**config.mk**
```make
export PLATFORM = sky130hd
export DESIGN_NAME = period_meter
export DESIGN_NICKNAME = d
export VERILOG_FILES = /design/src/rtl/period_meter_pkg.sv /design/src/rtl/rise_edge_detector.sv /design/src/rtl/period_meter.sv
export SDC_FILE = /design/constraint.sdc
export NUM_CORES = 1
export LEC_CHECK = 0
export ABC_AREA = 0
export CAP_MARGIN = 25
export CORE_MARGIN = 2
export CORE_UTILIZATION = 55
export DETAILED_ROUTE_END_ITERATION = 10
export GPL_ROUTABILITY_DRIVEN = 0
export PLACE_DENSITY_LB_ADDON = 0.3
export RECOVER_POWER = 100
export SYNTH_ARGS = -nofsm -noshare
export SYNTH_HDL_FRONTEND = slang
export SYNTH_HIERARCHICAL = 1
export SYNTH_SLANG_ARGS = --single-unit
```
**constraint.sdc**
```tcl
create_clock -name clk -period 3 [get_ports clk]
set_input_delay 0.75 -clock clk [delete_from_list [all_inputs] [get_ports clk]]
set_output_delay 0.75 -clock clk [all_outputs]
set_load 0.1 [all_outputs]
```
**src/rtl/period_meter_pkg.sv**
```systemverilog
// period_meter_pkg: shared types and constants for the period meter.
// Latency: n/a (types only).
// Backpressure: n/a.
// Contents: state_t FSM encoding, SYNC_STAGES synchroniser depth
// (used only when PERIOD_METER_SYNC_EN is defined).
package period_meter_pkg;

  typedef enum logic [1:0] {
    IDLE  = 2'd0,
    WAIT1 = 2'd1,
    MEAS  = 2'd2,
    DONE  = 2'd3
  } state_t;

  localparam int SYNC_STAGES = 2;

endpackage

```
**src/rtl/rise_edge_detector.sv**
```systemverilog
// rise_edge_detector: one-cycle pulse on each rising edge of d.
// Latency: combinational from d by default; SYNC_STAGES clk later with PERIOD_METER_SYNC_EN.
// Backpressure: none, free-running.
// Ports: clk, resetn (async active-low), d (input level), rise_edge (pulse out).
// Optional PERIOD_METER_SYNC_EN: d passes through a reset-to-0 synchroniser first.
module rise_edge_detector
  import period_meter_pkg::*;
(
  input  logic clk,
  input  logic resetn,
  input  logic d,
  output logic rise_edge
);

  logic sig_s;
  logic sig_d;

`ifdef PERIOD_METER_SYNC_EN
  logic [SYNC_STAGES-1:0] sync_q;

  always_ff @(posedge clk or negedge resetn) begin
    if (!resetn) begin
      sync_q <= '0;
    end else begin
      sync_q <= {sync_q[SYNC_STAGES-2:0], d};
    end
  end

  assign sig_s = sync_q[SYNC_STAGES-1];
`else
  assign sig_s = d;
`endif

  // History clears to 0, so an input already high out of reset yields one edge.
  always_ff @(posedge clk or negedge resetn) begin
    if (!resetn) begin
      sig_d <= 1'b0;
    end else begin
      sig_d <= sig_s;
    end
  end

  assign rise_edge = sig_s & ~sig_d;

endmodule

```
**src/rtl/period_meter.sv**
```systemverilog
// period_meter: measures clk cycles between consecutive rising edges of sig_in.
// Latency: done_tick the cycle after the second edge is seen (or after saturation).
// Backpressure: single-shot; start is accepted only while ready=1, otherwise dropped.
// Ports: clk, resetn, start, sig_in -> ready, done_tick, overflow, period[N-1:0].
// Optional PERIOD_METER_SYNC_EN (in rise_edge_detector) adds a 2-FF input synchroniser.
module period_meter
  import period_meter_pkg::*;
#(
  parameter int N = 16
) (
  input  logic         clk,
  input  logic         resetn,
  input  logic         start,
  input  logic         sig_in,
  output logic         ready,
  output logic         done_tick,
  output logic         overflow,
  output logic [N-1:0] period
);

  localparam logic [N-1:0] CNT_MAX = '1;

  state_t       state, state_nxt;
  logic [N-1:0] cnt, cnt_nxt;
  logic [N-1:0] period_nxt;
  logic         overflow_nxt;
  logic         sig_edge;

  rise_edge_detector u_edge (
    .clk       (clk),
    .resetn    (resetn),
    .d         (sig_in),
    .rise_edge (sig_edge)
  );

  always_ff @(posedge clk or negedge resetn) begin
    if (!resetn) begin
      state    <= IDLE;
      cnt      <= '0;
      period   <= '0;
      overflow <= 1'b0;
    end else begin
      state    <= state_nxt;
      cnt      <= cnt_nxt;
      period   <= period_nxt;
      overflow <= overflow_nxt;
    end
  end

  always_comb begin
    state_nxt    = state;
    cnt_nxt      = cnt;
    period_nxt   = period;
    overflow_nxt = overflow;
    case (state)
      // Edges seen in IDLE (including one coinciding with start) are ignored.
      IDLE: begin
        if (start) state_nxt = WAIT1;
      end
      WAIT1: begin
        if (sig_edge) begin
          cnt_nxt   = '0;
          state_nxt = MEAS;
        end
      end
      // cnt holds (cycles since first edge) - 1, hence the +1 on capture.
      // Saturation wins over a coincident edge: a period of 2**N is not representable.
      MEAS: begin
        if (cnt == CNT_MAX) begin
          period_nxt   = CNT_MAX;
          overflow_nxt = 1'b1;
          state_nxt    = DONE;
        end else if (sig_edge) begin
          period_nxt   = cnt + N'(1);
          overflow_nxt = 1'b0;
          state_nxt    = DONE;
        end else begin
          cnt_nxt = cnt + N'(1);
        end
      end
      DONE: begin
        state_nxt = IDLE;
      end
      default: begin
        state_nxt = IDLE;
      end
    endcase
  end

  assign ready     = (state == IDLE);
  assign done_tick = (state == DONE);

endmodule

```
======== After elaboration in Yosys (flattened, before gate mapping) ========
Cells that the tools add are included.
word-level totals
  output and inout bits ................... 19
  register bits ........................... 36
operators by class
  bitwise logic cells ..................... 2
  add/sub/neg operators ................... 1
  reduce and logical (&&, ||, !) cells .... 6
  mux-type cells .......................... 13
  eq/ne operators ......................... 9
operator list
  cell                     number
  $mux W16                 5
  $pmux W16 S2             1
  $add A16 B1 Y16 const B  1
  $eq A16 B16 Y1 const B   1
  $mux W2                  4
  $ne A2 B2 Y1 const B     4
  $pmux W2 S4              1
  $eq A2 B2 Y1 const B     2
  $reduce_and A4 Y1        1
  $reduce_bool A2 Y1       2
  $ne A3 B3 Y1 const B     1
  $reduce_and A3 Y1        1
  $eq A2 B1 Y1 const B     1
  $logic_not A2 Y1         1
  $mux W1                  2
  $reduce_and A2 Y1        1
  $and A1 B1 Y1            1
  $not A1 Y1               1

======== Longest topological paths before layout ========
  depth after elaboration ................. 5
  depth in mapped cells ................... 7
  mapped depth without buffers ............ 6

======== By module ========
Netlist, hierarchy kept.
modules (own cells, without submodules)
  module              times used  area an instance (µm²)  cells each
  period_meter        1           2165.8                  209
  rise_edge_detector  1           38.8                    2

======== Worst setup path after synthesis ========
No wires, ideal clock.
  kind .................................... register -> output
  start ................................... register state[0]
  end ..................................... output port ready
  stages on the path, launching flop included .. 3
  buffers on the path ..................... 0
  arrival time ............................ 1.313 ns
  path slack .............................. 0.937 ns
  data required time ...................... 2.250 ns
  path through ............................ dfrtp_1 inv_1 ha_1
between the ends
  cells in the longest elaborated chain, start to end .. 1
ends and longest elaborated chain
  what                    RTL line            RTL
  from (decl)             period_meter.sv:23  state_t state, state_nxt;
  from (signal assigned)  period_meter.sv:43  state <= state_nxt;
  $logic_not A2 Y1        period_meter.sv:90  assign ready = (state == IDLE);
  to (decl)               period_meter.sv:15  output logic ready,
Every way passes these cells.

======== Final worst setup path ========
  start ................................... register cnt[0]
  end ..................................... register cnt[9]
between the ends
  cells in the longest elaborated chain, start to end .. 4
  elaborated cells between the ends (all ways) .. 7
ends and longest elaborated chain
  what                    RTL line            RTL
  from (decl)             period_meter.sv:24  logic [N-1:0] cnt, cnt_nxt;
  from (signal assigned)  period_meter.sv:44  cnt <= cnt_nxt;
  $add A16 B1 Y16         period_meter.sv:78  cnt_nxt = cnt + N'(1);
  $mux W16                period_meter.sv:73  end else if (sig_edge) begin
  $mux W16                period_meter.sv:69  if (cnt == CNT_MAX) begin
  $pmux W16 S2            period_meter.sv:55  case (state)
Several ways; a longest one is shown, not always the timed one. The select of a mux whose other input is x is not followed.
A chain may end at the register's enable or synchronous reset.

==> flow_summary_export.csv <==
group,metric,value,unit
finish,fin_cells,276,
clock_network,cts_root_buffer,"clkbuf_8",
yosys,synthTopCellsByArea,"dfrtp_1 (41%), a2bb2oi_2 (6.1%), a21oi_1 (4.5%)",
yosys,yosysSeqAreaShare,0.409,
yosys,synth_top_area_frac,0.409,
finish,regArea,901,um2
global_route,first_global_vias,1643,
pwr,p_int,0.00116,W
setup_path,cp.arrival,2780,ps
clock_network,cts_resized,0,
sta,max_slew.worst_pin.slew,1950,ps
clock_network,clkTransAtPathRegs,80,ps
sta,hold_viol_final,0,
floorplan,initial_core_util,0.563,
sta,hold_ws,494,ps
pwr,p_seq_frac,0.284,
clock_network,cts_tree,"done",
global_route,track_usage,0.241,
routing,wl,4980,um
pwr,p_sw_frac,0.578,
routing,vias_per_cell,6.61,
yosys,netlist_top_cells_count,"dfrtp_1 (36), a21oi_1 (20), nand2_1 (17)",
floorplan,dieArea,4530,um2
sta,finClkSkew,11.8,ps
setup_path,r2r_start,"cnt[0]$_DFFE_PN0P_",
setup_path,critPathRequiredTime,3180,ps
yosys,synth-edff-count,0,
floorplan,core_area,3910,um2
sta,finalCritPeriodShare,0.864,
routing,drc_errors,0,
pwr,ir_worst_vdd,705,uV
clock_network,cts_buffers,5,
floorplan,io_pins,23,
place,dp_cells,268,
floorplan,die_y,67.3,um
routing,dr_total_vias,1823,
global_route,overflow,0,
sta,max_freq,386,MHz
place,dp_hpwl,3340,um
floorplan,row_count,23,
routing,dr.pass1.iters,5,
yosys,synth-main-ff-cell,"dfrtp_1",
finish,num-fill-cells,366,
sta,setup_viol,0,
yosys,synth_top_area_cell,"dfrtp_1",
pwr,pwr-share-clk,0.131,
place,portBuffers,22,
yosys,synth_cell_types,63,
pwr,power.density,1190,nW/um2
floorplan,die_x,67.3,um
yosys,avgSynthCellArea,10.4,um2
run_status,status,"finished with violations",
worst_hold_path,min-delay-start,"period[6]$_DFFE_PN0P_",
worst_hold_path,holdCritPathClass,"reg2reg",
clock_network,post_cts_buffers,0,
flow_run,cap_violations,1,
setup_path,cp-end-kind,"register",
setup_path,critPathLaunchType,"register",
clock_network,cts_max_path_buffers,2,
yosys,yosys_warnings,6,
routing,drt-initial-drc-count,171,
place,preCtsSetupSlack,414,ps
setup_path,path_class,"reg2reg",
yosys,synth_nets,220,
clock_network,clk_latency,290,ps
sta,finalMaxSlewViolations,37,
pwr,power_switching,0.00159,W
routing,wl_per_cell,18.1,um
run_status,violations,"capacitance limit, slew limit",
global_route,grt_first_pass_wirelength,8120,um
pwr,comb_power_share,0.585,
yosys,synthCells,211,
routing,ant_nets,0,
sta,layout_setup_ws,408,ps
yosys,async_flop_share,1.00,
sta,relSlewSlack,-0.301,
sta,period_minus_slack,2590,ps
global_route,antenna_found_initial,0,
sta,rsz0062_at_grt,"no",
yosys,syn-cell-area,2200,um2
pwr,fin_total_pwr,0.00275,W
clock_network,holdBufCountCts,0,
worst_hold_path,min_to,"period[6]$_DFFE_PN0P_",
yosys,synth_seq_cells,36,
finish,multi_input_area,1120,um2
finish,area_growth,5.05,%
finish,finalNetCount,234,
yosys,yosysMostFrequentCell,"dfrtp_1",
pwr,leakagePower,0.929,nW
finish,diodes,0,
worst_hold_path,whs_path_depth,1,
setup_path,timing.rr.end,"cnt[9]$_DFFE_PN0P_",
sta,fin_setup_tns,0,ps
global_route,grt_max_degree,37,
finish,final_layout_size_suffix_gt1_frac,0.124,
setup_path,r2r_cells,5,
setup_path,r2r_slack,410,ps
clock_network,h-tree-depth,2,
setup_path,critPathMaxFanout,8,
clock_network,clkSinkCount,36,
layout make-up:
type,count,area share
tap,50,0.0270
sequential,36,0.389
timing repair buffer,25,0.0513
multi-input combinational,152,0.485
inverter,5,0.00810
clock inverter,2,0.00432
clock buffer,6,0.0357
placed cells by master, fill, tap and decap left out, types with 5 or more instances in the layout:
master      n
a2bb2oi_1  10
a211oi_1    5
xnor2_1     5
ha_1        5
dfrtp_1    36
clkbuf_8    6
nor2_1      8
a21oi_1    20
nand2_1    17
clkbuf_1   19
o21ai_0     7
inv_1       5
critical path, cell delays in order, from the launching register on:
cell      delay [ps]
dfrtp_1          490
ha_1             330
nand4_1          480
nor4_4           620
nor2_2           200
a311oi_1         350
sequential cells by signal, indices dropped and copies added, names as in the netlist:
name          cells
u_edge/sig_d      1
period           16
overflow          1
cnt              16
state             2
through the flow:
stage / instance area (um2) / util
floorplan: 2200 / -
global placement: 2350 / 0.600
detailed placement: 2350 / 0.600
CTS: 2440 / 0.624
global route: 2320 / 0.592
finish: 2320 / 0.592
how the worst max path moves through the flow:
stage                               from                     end
floorplan           state[0]$_DFFE_PN0P_                   ready
global placement                  sig_in     cnt[12]$_DFFE_PN0P_
detailed placement                sig_in      cnt[9]$_DFFE_PN0P_
CTS                   cnt[0]$_DFFE_PN0P_  period[15]$_DFFE_PN0P_
global route          cnt[0]$_DFFE_PN0P_      cnt[9]$_DFFE_PN0P_
finish                cnt[0]$_DFFE_PN0P_      cnt[9]$_DFFE_PN0P_
layer usage:
layer / vias to the layer above / track usage / wire [um]
met2: 83 / 0.365 / 2290
met5: - / 0 / 0
met1: 892 / 0.348 / 2340
met3: 12 / 0.0650 / 302
li1: 836 / - / -
met4: 0 / 0.0510 / 55
logic make-up after synthesis:
logic type | share of synthesized area
compound gates | 0.271
xor+xnor | 0.0278
fa+ha+maj | 0.0284
buf+inv | 0.0579
flops | 0.409
mux | 0.0233
simple gates | 0.183
power groups by stage:
stage	combinational [W]	sequential [W]	clock, W
5_1_grt	0.00170	0.000803	0.000392
6_report	0.00161	0.000782	0.000360
2_1_floorplan	0.000711	0.00149	0
3_5_place_dp	0.00174	0.000801	0
3_3_place_gp	0.00173	0.000796	0
4_1_cts	0.00175	0.000792	0.000370
(Power assumes the default switching activity.)
